## src/rtl/alu_share_arb.sv

```systemverilog
// Two requesters share one combinational ALU. A combinational arbiter grants
// one request per cycle, and the result is captured into that port's response slot.

module alu_share_arb_alu (
  input  logic [31:0] op1_i,
  input  logic [31:0] op2_i,
  input  logic [3:0]  sel_i,
  input  logic        signed_i,
  output logic [31:0] result_o,
  output logic        z_o,
  output logic        n_o
);

  logic [4:0] shamt;
  logic       lt_s;
  logic       lt_u;

  assign shamt = op2_i[4:0];
  assign lt_s  = $signed(op1_i) < $signed(op2_i);
  assign lt_u  = op1_i < op2_i;

  always_comb begin
    // NOTE: every output gets a default first, so no path can infer a latch.
    result_o = '0;
    case (sel_i)
      4'b0000: result_o = op1_i + op2_i;
      4'b0001: result_o = op1_i - op2_i;
      4'b0010: result_o = op1_i & op2_i;
      4'b0011: result_o = op1_i | op2_i;
      4'b0100: result_o = op1_i ^ op2_i;
      4'b0101: result_o = op1_i << shamt;
      4'b0110: result_o = op1_i >> shamt;
      4'b0111: result_o = $signed(op1_i) >>> shamt;
      4'b1000: result_o = {31'b0, lt_s};
      4'b1001: result_o = {31'b0, lt_u};
      default: result_o = '0;
    endcase
    z_o = (result_o == '0);
    n_o = result_o[31];
    // SUB reports the true comparison, which can differ from the sign bit after overflow.
    if (sel_i == 4'b0001) n_o = signed_i ? lt_s : lt_u;
  end

endmodule

module alu_share_arb #(
  parameter bit          FIXED_PRIO = 1'b0,
  parameter int unsigned CNT_W      = 16
) (
  input  logic             clk,
  input  logic             rst,
  input  logic [1:0]       req_valid,
  output logic [1:0]       req_ready,
  input  logic [63:0]      req_op1,
  input  logic [63:0]      req_op2,
  input  logic [7:0]       req_sel,
  input  logic [1:0]       req_signed,
  output logic [1:0]       rsp_valid,
  input  logic [1:0]       rsp_ready,
  output logic [63:0]      rsp_result,
  output logic [1:0]       rsp_z,
  output logic [1:0]       rsp_n,
  output logic             busy,
  output logic [CNT_W-1:0] op_count
);

  logic [1:0]        rsp_valid_q, rsp_valid_d;
  logic [1:0][31:0]  rsp_result_q, rsp_result_d;
  logic [1:0]        rsp_z_q, rsp_z_d;
  logic [1:0]        rsp_n_q, rsp_n_d;
  logic              last_grant_q, last_grant_d;
  logic [CNT_W-1:0]  op_count_q, op_count_d;

  logic [1:0]  elig;
  logic [1:0]  grant;
  logic [31:0] alu_op1, alu_op2, alu_result;
  logic [3:0]  alu_sel;
  logic        alu_signed, alu_z, alu_n;

  // A full slot can accept a new result when it is being drained in the same cycle.
  assign elig = req_valid & (~rsp_valid_q | rsp_ready);

  always_comb begin
    grant = 2'b00;
    case (elig)
      2'b01:   grant = 2'b01;
      2'b10:   grant = 2'b10;
      2'b11:   grant = (FIXED_PRIO || last_grant_q) ? 2'b01 : 2'b10;
      default: grant = 2'b00;
    endcase
  end

  assign alu_op1    = grant[1] ? req_op1[63:32] : req_op1[31:0];
  assign alu_op2    = grant[1] ? req_op2[63:32] : req_op2[31:0];
  assign alu_sel    = grant[1] ? req_sel[7:4]   : req_sel[3:0];
  assign alu_signed = grant[1] ? req_signed[1]  : req_signed[0];

  alu_share_arb_alu u_alu (
    .op1_i    (alu_op1),
    .op2_i    (alu_op2),
    .sel_i    (alu_sel),
    .signed_i (alu_signed),
    .result_o (alu_result),
    .z_o      (alu_z),
    .n_o      (alu_n)
  );

  always_comb begin
    rsp_valid_d  = rsp_valid_q;
    rsp_result_d = rsp_result_q;
    rsp_z_d      = rsp_z_q;
    rsp_n_d      = rsp_n_q;
    last_grant_d = last_grant_q;
    op_count_d   = op_count_q;
    for (int i = 0; i < 2; i++) begin
      if (grant[i]) begin
        rsp_valid_d[i]  = 1'b1;
        rsp_result_d[i] = alu_result;
        rsp_z_d[i]      = alu_z;
        rsp_n_d[i]      = alu_n;
      end else if (rsp_ready[i]) begin
        rsp_valid_d[i]  = 1'b0;
      end
    end
    if (|grant) begin
      last_grant_d = grant[1];
      op_count_d   = op_count_q + CNT_W'(1);
    end
  end

  // NOTE: the response slots are reset too, because their contents are visible
  // on the outputs and must read zero after reset.
  always_ff @(posedge clk or posedge rst) begin
    if (rst) begin
      rsp_valid_q  <= '0;
      rsp_result_q <= '0;
      rsp_z_q      <= '0;
      rsp_n_q      <= '0;
      last_grant_q <= 1'b1;
      op_count_q   <= '0;
    end else begin
      // NOTE: state is updated only with non-blocking assignments, so every
      // register samples its value from before the clock edge.
      rsp_valid_q  <= rsp_valid_d;
      rsp_result_q <= rsp_result_d;
      rsp_z_q      <= rsp_z_d;
      rsp_n_q      <= rsp_n_d;
      last_grant_q <= last_grant_d;
      op_count_q   <= op_count_d;
    end
  end

  assign req_ready  = grant;
  assign rsp_valid  = rsp_valid_q;
  assign rsp_result = rsp_result_q;
  assign rsp_z      = rsp_z_q;
  assign rsp_n      = rsp_n_q;
  assign busy       = (|rsp_valid_q) | (|req_valid);
  assign op_count   = op_count_q;

endmodule

```

## config.mk

```make
export PLATFORM = sky130hd
export DESIGN_NAME = alu_share_arb
export DESIGN_NICKNAME = d
export VERILOG_FILES = /design/src/rtl/alu_share_arb.sv
export SDC_FILE = /design/constraint.sdc
export NUM_CORES = 1
export LEC_CHECK = 0
export ABC_AREA = 1
export BUFFER_PORTS_ARGS = -buffer_cell sky130_fd_sc_hd__buf_4
export CORE_ASPECT_RATIO = 1.4
export CORE_UTILIZATION = 40
export DETAILED_ROUTE_END_ITERATION = 6
export SYNTH_ARGS = -nofsm -noshare
export SYNTH_HDL_FRONTEND = slang
export SYNTH_SLANG_ARGS = --single-unit
```

## constraint.sdc

```tcl
create_clock -name clk -period 7.4 [get_ports clk]
set_input_delay 1.48 -clock clk [delete_from_list [all_inputs] [get_ports clk]]
set_output_delay 1.48 -clock clk [all_outputs]
set_load 0.005 [all_outputs]
```

== Yosys cells after proc, flatten, opt, wreduce, memory -nomap -nowiden ==
Cells that the tools add are included.
Operators by class
  bitwise logic cells: 7
  divide/modulo/power cells: 0
  $mul: 0
  magnitude comparators: 2
  $add $sub $neg: 3
  muxes and demuxes: 13
  shift operators: 3
  equality and inequality tests: 12
  reduce and logical (&&, ||, !) cells: 7
Operator list (count)
  32-bit case mux with 10 select lines: 1
  32-bit < comparator: 2
  32-bit 2-to-1 mux: 2
  32-bit adder: 1
  32-bit bitwise AND: 1
  32-bit zero test: 1
  32-bit bitwise OR: 1
  32-bit by 5-bit left shift with 32-bit output: 1
  32-bit by 5-bit >> shifter with 32-bit output: 1
  32-bit by 5-bit >>> shifter with 32-bit output: 1
  32-bit subtractor: 1
  32-bit XOR: 1
  16-bit by 1-bit adder with 16-bit output (second input constant): 1
  4-bit by 3-bit equality test with 1-bit output (second input constant): 4
  4-bit by 2-bit equality test with 1-bit output (second input constant): 2
  4-bit equality test (second input constant): 2
  1-bit 2-to-1 mux: 7
  2-bit case mux with 3 select lines: 1
  2-bit OR reduction: 3
  2-bit equality test (second input constant): 2
  4-bit by 1-bit equality test with 1-bit output (second input constant): 1
  4-bit zero test: 1
  4-bit 2-to-1 mux: 1
  2-bit nonzero test: 2
  other kinds (6): 6
Storage, ports and cells
  memory bits (writable): 0
  input bits: 144
  bits in latches: 0
  memories: 0
  output and inout port bits: 89
  register bits: 87
  ROM bits: 0

== Logic depth before layout (Yosys ltp) ==
Gate-level depths: netlist (run 1).
  depth in word-level cells: 9
  depth in mapped cells: 31
  depth with buffers taken out: 29

== Modules after synthesis ==
From an unflattened synthesis (run 1), not the netlist that was laid out.
Unflattened totals
  cell total of the unflattened synthesis: 2762
  area total of the unflattened synthesis: 14906.8 um^2
By module, submodules not included
  alu_share_arb_alu: area an instance 10480.1 um^2, sequential area each 0.0 um^2, times used 1, cells each 2162
  alu_share_arb: area an instance 4426.7 um^2, sequential area each 2178.3 um^2, times used 1, cells each 600

== Worst setup path after synthesis (run 1) ==
No wires, ideal clock.
  path type: in2reg
  start point: in req_valid[1]
  end point: reg rsp_z_q[0], in the netlist rsp_z[0]
  path buffers: 4
  required time: 7334 ps
  arrival time: 4675 ps
  path slack: 2659 ps
  stages: 24
  library setup time: 66 ps
  path through: inv_1 > a21oi_4 > nand2_4 > buf_6 > buf_2 > clkbuf_1 > nand2_1 > o21ai_0 > ha_1 > buf_2 > inv_1 > a21oi_1 > o21ai_0 > inv_1 > nor2_1 > a2111oi_0 > nand3_1 > nand3_1 > nand2_1 > nor2_1 > nand3_1 > nor2_1 > nand3_1 > nand2_1
Between the ends
  cells in the longest elaborated chain, start to end: 7
  elaborated cells on any way between the ends: 30
  those cells by class: 2 x add/sub; 2 x order compare; 12 x eq/ne; 3 x shift; 5 x mux; 4 x bitwise; 2 x reduce/logical
Ends and longest elaborated chain
  start, declared: line 52  | input logic [1:0] req_valid,
  2-bit bitwise AND (*): line 81  | assign elig = req_valid & (~rsp_valid_q | rsp_ready);
  2-bit equality test or 2-bit by 1-bit equality test with 1-bit output (tied branches): line 85  | case (elig)
  2-bit case mux with 3 select lines (*): line 85
  32-bit 2-to-1 mux, or another cell as far along: line 93  | assign alu_op1 = grant[1] ? req_op1[63:32] : req_op1[31:0];
  32-bit subtractor, or another cell as far along: line 27  | 4'b0001: result_o = op1_i - op2_i;
  32-bit case mux with 10 select lines: line 25  | case (sel_i)
  32-bit zero test: line 38  | z_o = (result_o == '0);
  end signal, assigned: line 146  | rsp_z_q <= rsp_z_d;
  end, declared: line 69  | logic [1:0] rsp_z_q, rsp_z_d;
Every way passes the cells marked *; elsewhere a longest branch is shown, timed or not.
A chain may end at the register's enable or synchronous reset.

== Worst setup path after layout (run 1) ==
  start point: in req_valid[1]
  end point: reg rsp_z_q[1], in the netlist rsp_z[1]
The elaborated chain is that of the path after synthesis.

==> flow_summary.ini, run 1 <==
[outcome]
status = completed

[floorplanning]
num_io_pins = 233
start_util = 0.406
die_h_um = 227
std_cell_rows = 82
die-area_um2 = 37100
die_width_um = 163
coreArea_um2 = 35800

[yosys]
async_reset_ff_frac = 1.00
yosys.area.top_type = nand2_1
synthTopCellsByArea = nand2_1 (21%), nand3_1 (15%), dfrtp_1 (15%), ha_1 (8.6%), inv_1 (8.2%)
synth_nets = 2895
yosysSeqAreaShare = 0.150
yosysMostFrequentCell = nand2_1
synth_edf_count = 0
synth_seq_cells = 87
yosysTopAreaCellShare = 0.212
synthCells = 2649
synth.avg_cell_area_um2 = 5.48
netlist_top_cells_count = nand2_1 (822), nand3_1 (447), inv_1 (319)
synth_ff_type = dfrtp_1
synth_area_um2 = 14500
ys_types = 53
ys_warn_count = 0

[clocking]
cts_setup_buffers = 0
root_buffer = clkbuf_16
cts_buffer_depth = 2
clk_latency_ps = 380
clkTransAtPathRegs_ps = 70
cts_resized = 0
tritoncts = done
postCtsHoldBufs = 0
cts.sinks = 87
cts_inserted_buffers = 9
cts_max_level = 3

[grt]
grt_max_degree = 78
antenna_found_initial = 3
grt_usage = 0.407
grt_first_pass_wirelength_mm = 110
grt_overflow = 0
grt_pass1_vias = 18029

[sta]
rsz0062_at_grt = no
tns_ps = 0
hold_viol = 0
finalCritPeriodShare = 0.817
min_period_ps = 6040
drv_slew = 0
relSlewSlack = 0.230
final.setup_skew_ps = 12.1
setup_viol = 0
tightestPinTransition_ps = 1150
fmax_ghz = 0.165

[finish]
drive_above_1_share = 0.119
fill_cells = 4083
utilization = 0.465
final_nets = 3038
area_growth_pct = 14.7

[routing]
ant_nets = 0
drtIter0Drc = 2027
viasPerCell = 5.88
wirelength_mm = 75.9
first_pass_iters = 7
wl_per_cell_um = 23.3
drcViolationCount = 0
num_vias = 19173

[critical_path]
arrival_ps = 6360
critPathCaptureType = register
slowest_stage = fa_1
critPathBufInv = 5
cp-start-kind = input pin
critPathKind = input pin to register
crit_cells = 27
critPathTopFamily = simple AND/OR/NAND/NOR gates
critical_path.max_stage_delay_ps = 470
worst-path-max-fanout = 38
r2r_cells = 22
required_ps = 7710
crit_top_cell = nand2_1

[pwr]
p_per_area_nw_per_um2 = 246
power.share.sequential = 0.182
netSwitchingFraction = 0.570
internal-power_mw = 1.76
vdd_drop_max_mv = 0.188
p_leak_nw = 9.11
switchingPower_mw = 2.34
pwr-share-clk = 0.112
comb_power_share = 0.706

[placement]
place.gp.congestion = 1.08
portBuffers = 232
dpl.hpwl_mm = 61.3

[min_path]
min_path_type = register to register
whs_path_depth = 1

[job]
cap_viol_max_count = 0
[area by class of cell]
class                           count  area, um^2  area share
Inverter                          335        1260      0.0757
Timing Repair Buffer              258        1940       0.116
Clock buffer                       10         229      0.0137
Multi-Input combinational cell   2101       10400       0.625
Tap cell                          462         578      0.0347
Clock inverter                      6        52.6     0.00315
Sequential cell                    87        2180       0.131
Antenna cell                        2        5.00    0.000300
[sequential cells by signal, indices dropped and copies added, names as in the netlist]
signal,flops
last_grant_q,1
rsp_result,64
op_count,16
rsp_n,2
rsp_z,2
rsp_valid,2
[power groups by stage]
stage / Combinational, mW / Clock, mW / Sequential, mW
after floorplan: 1.69 / 0 / 0.750
after global routing: 3.13 / 0.486 / 0.767
after CTS: 2.81 / 0.470 / 0.749
after global placement: 2.80 / 0 / 0.751
final: 2.90 / 0.459 / 0.749
after detailed placement: 2.80 / 0 / 0.755
[cells by family (layout without fill, tap and decap cells)]
kind of cell,count (synthesis),count (layout),share of synthesized area
AND/OR/NAND/NOR,1628,1628,0.483
other,0,2,0
multiplexers,1,1,0.000689
AO/OA/AOI/OAI,357,357,0.136
flip-flops,87,87,0.150
XOR/XNOR,13,13,0.00784
adder cells (fa/ha/maj),102,102,0.0889
buffers and inverters,461,609,0.134
[metal layers]
layer  global-route usage  vias up  wire (um)
li1                     -     8844          -
met1                0.447     9018      27800
met2                0.682      994      35400
met3               0.0660      311       5540
met4                0.347        6       7120
met5                    0        -         43
[final timing paths]
check                            endpoint  slack (ps)          from
setup reg to reg                 rsp_z[1]        2110  last_grant_q
setup / recovery                 rsp_z[1]        1360  req_valid[1]
hold reg to reg              op_count[15]         470  op_count[15]
hold / removal               op_count[15]         470  op_count[15]
max in group asynchronous     op_count[1]        5110           rst
min in group asynchronous  rsp_result[63]        1230           rst
[cells in the final DEF, fill, tap and decap left out, types with 18 or more instances in the layout]
cell type / Yosys / layout
nand2_1: 822 / 822
nand3_1: 447 / 447
inv_1: 319 / 318
buf_4: 13 / 258
nor2_1: 244 / 244
o21ai_0: 155 / 155
a21oi_1: 107 / 107
ha_1: 100 / 100
dfrtp_1: 86 / 86
nand3b_1: 28 / 28
nand2_2: 24 / 24
a31oi_1: 21 / 21
o22ai_1: 19 / 19
nor3_1: 18 / 18
nand4_1: 18 / 18
[stage by stage]
step           worst slack (ps)  area [um^2]  hold WS, ps  total power, mW  std cells
5_1_grt                    1080        16700          488             4.38       3259
2_1_floorplan              2660        14500          468             2.44       2649
3_5_place_dp               1080        16400          464             3.56       3243
6_report                   1360        16700          472             4.11       3261
3_3_place_gp               1140        16400          465             3.55       3243
4_1_cts                    1490        16700          477             4.03       3259
Note: power is estimated with default switching activity, not from simulation.
==> run 2: changes to the inputs <==
==> constraint.sdc (replaced) <==
create_clock -name clk -period 5.9 [get_ports clk]
set_input_delay 1.18 -clock clk [delete_from_list [all_inputs] [get_ports clk]]
set_output_delay 1.18 -clock clk [all_outputs]
set_load 0.005 [all_outputs]
==> run 2 against run 1 <==
Flip-flop and latch count stayed put; combinational power grew 29%; first-iteration DRC count grew 5.6%; sequential power rose by 26%; via count hardly changed; clock-buffer cell count unchanged; hold slack better by 16 ps; register-to-register slack lost 1200 ps; critical path type unchanged.
==> flow_summary.ini, run 2 (same netlist as run 1, synthesis figures left out) <==
[outcome]
status = completed

[finish]
fill_cells = 3940
drive_above_1_share = 0.130
final_nets = 3072
seq_area_um2 = 2180
mostFrequentLayoutCells = nand2_1 (822), nand3_1 (447), inv_1 (318), buf_4 (288), nor2_1 (244)
utilization = 0.474
instances_no_fill = 3293
largest_register_ffs = 64
num_antenna_cells = 0
multi_input_area_um2 = 10400
layout_commonest_cell = nand2_1
area_growth_pct = 16.8

[critical_path]
critical_path.max_stage_delay_ps = 820
crit_top_cell = nand2_1
critPathCaptureType = register
reg2reg_from = last_grant_q
slowest_stage = o21ai_0
startpoint = rsp_ready[0]
required_ps = 6230
worst-path-max-fanout = 39
critPathKind = input pin to register
arrival_ps = 5780
reg2reg_slack_ps = 870
r2r_cells = 23
critical_path.reg2reg.endpoint = rsp_z[0]
cp-start-kind = input pin

[routing]
wl_per_cell_um = 23.4
drcViolationCount = 0
ant_nets = 0
wirelength_mm = 77.2
drtIter0Drc = 2141
first_pass_iters = 6
num_vias = 19189
viasPerCell = 5.83

[placement]
place.gp.congestion = 1.09
dpl.hpwl_mm = 62.9
portBuffers = 232
dp.cells = 3277

[sta]
final.hold.worst_slack_ps = 488
min_period_ps = 5450
fmax_ghz = 0.183
relSlewSlack = 0.243
hold_viol = 0
tns_ps = 0
finalCritPeriodShare = 0.924
tightestPinTransition_ps = 1140
rsz0062_at_grt = no
setup_viol = 0
drv_slew = 0
final.setup_skew_ps = 11.1

[clocking]
root_buffer = clkbuf_16
cts_inserted_buffers = 9
cts_buffer_depth = 2
tritoncts = done
cts.sinks = 87
cts_setup_buffers = 0
clk_latency_ps = 380
cts_max_level = 3
postCtsHoldBufs = 0
clkTransAtPathRegs_ps = 80

[pwr]
p_per_area_nw_per_um2 = 309
vdd_drop_max_mv = 0.216
p_leak_nw = 9.29

[grt]
grt_usage = 0.415
antenna_found_initial = 3
grt_max_degree = 88
grt_pass1_vias = 18145
grt_first_pass_wirelength_mm = 112
grt_overflow = 0

[min_path]
whs_path_depth = 1
hold_start = op_count[4]
min_path_type = register to register
hold_end = op_count[4]

[floorplanning]
std_cell_rows = 82
die-area_um2 = 37100
die_width_um = 163
start_util = 0.406
num_io_pins = 233
coreArea_um2 = 35800
die_h_um = 227

[job]
cap_viol_max_count = 0
==> run 2: through the flow <==
step | total power [mW] | setup WS, ps | cell area, um^2
floorplan | 3.05 | 1460 | 14500
global placement | 4.52 | 69.2 | 16700
detailed placement | 4.54 | 130 | 16700
CTS | 5.14 | 511 | 17000
global route | 5.62 | 27.6 | 17000
finish | 5.25 | 447 | 17000
==> run 2: what timing repair did <==
item                                    CTS  global route
endpoints found under the setup margin    0             1
gates resized for setup                   0             1
endpoints found under the hold margin     0             0
==> run 2: layout make-up <==
class                   count  share of cell area
multi-input cells        2101               0.614
inverters                 335              0.0744
repair buffers            292               0.132
well taps                 462              0.0341
flip-flops and latches     87               0.128
clock inverters             6             0.00310
clock buffers              10              0.0135
==> run 2: worst max path at each step <==
stage / endpoint / cells after the start
3_3_place_gp: rsp_z[0] / 26
5_1_grt: rsp_z[0] / 28
4_1_cts: rsp_z[0] / 28
6_report: rsp_z[0] / 26
3_5_place_dp: rsp_z[0] / 28
2_1_floorplan: rsp_z[0] / 24
==> run 2: report_power, final <==
part,switching [mW],total [mW],internal (mW)
clock,0.290,0.582,0.293
sequential,0.143,0.940,0.797
combinational,2.54,3.73,1.18
==> run 2: routing by layer <==
| metal | track usage | vias to the layer above | wire length (um) |
|---|---|---|---|
| met3 | 0.0729 | 249 | 5860 |
| met5 | 0 | - | 34 |
| li1 | - | 8910 | - |
| met1 | 0.470 | 9046 | 28900 |
| met4 | 0.298 | 6 | 6250 |
| met2 | 0.701 | 978 | 36200 |
==> run 2: critical path: cells and delay by family <==
family          cells  cell delay [ps]
simple gates       18             2510
compound gates      3             1220
fa+ha+maj           1              480
buf+inv             4              360
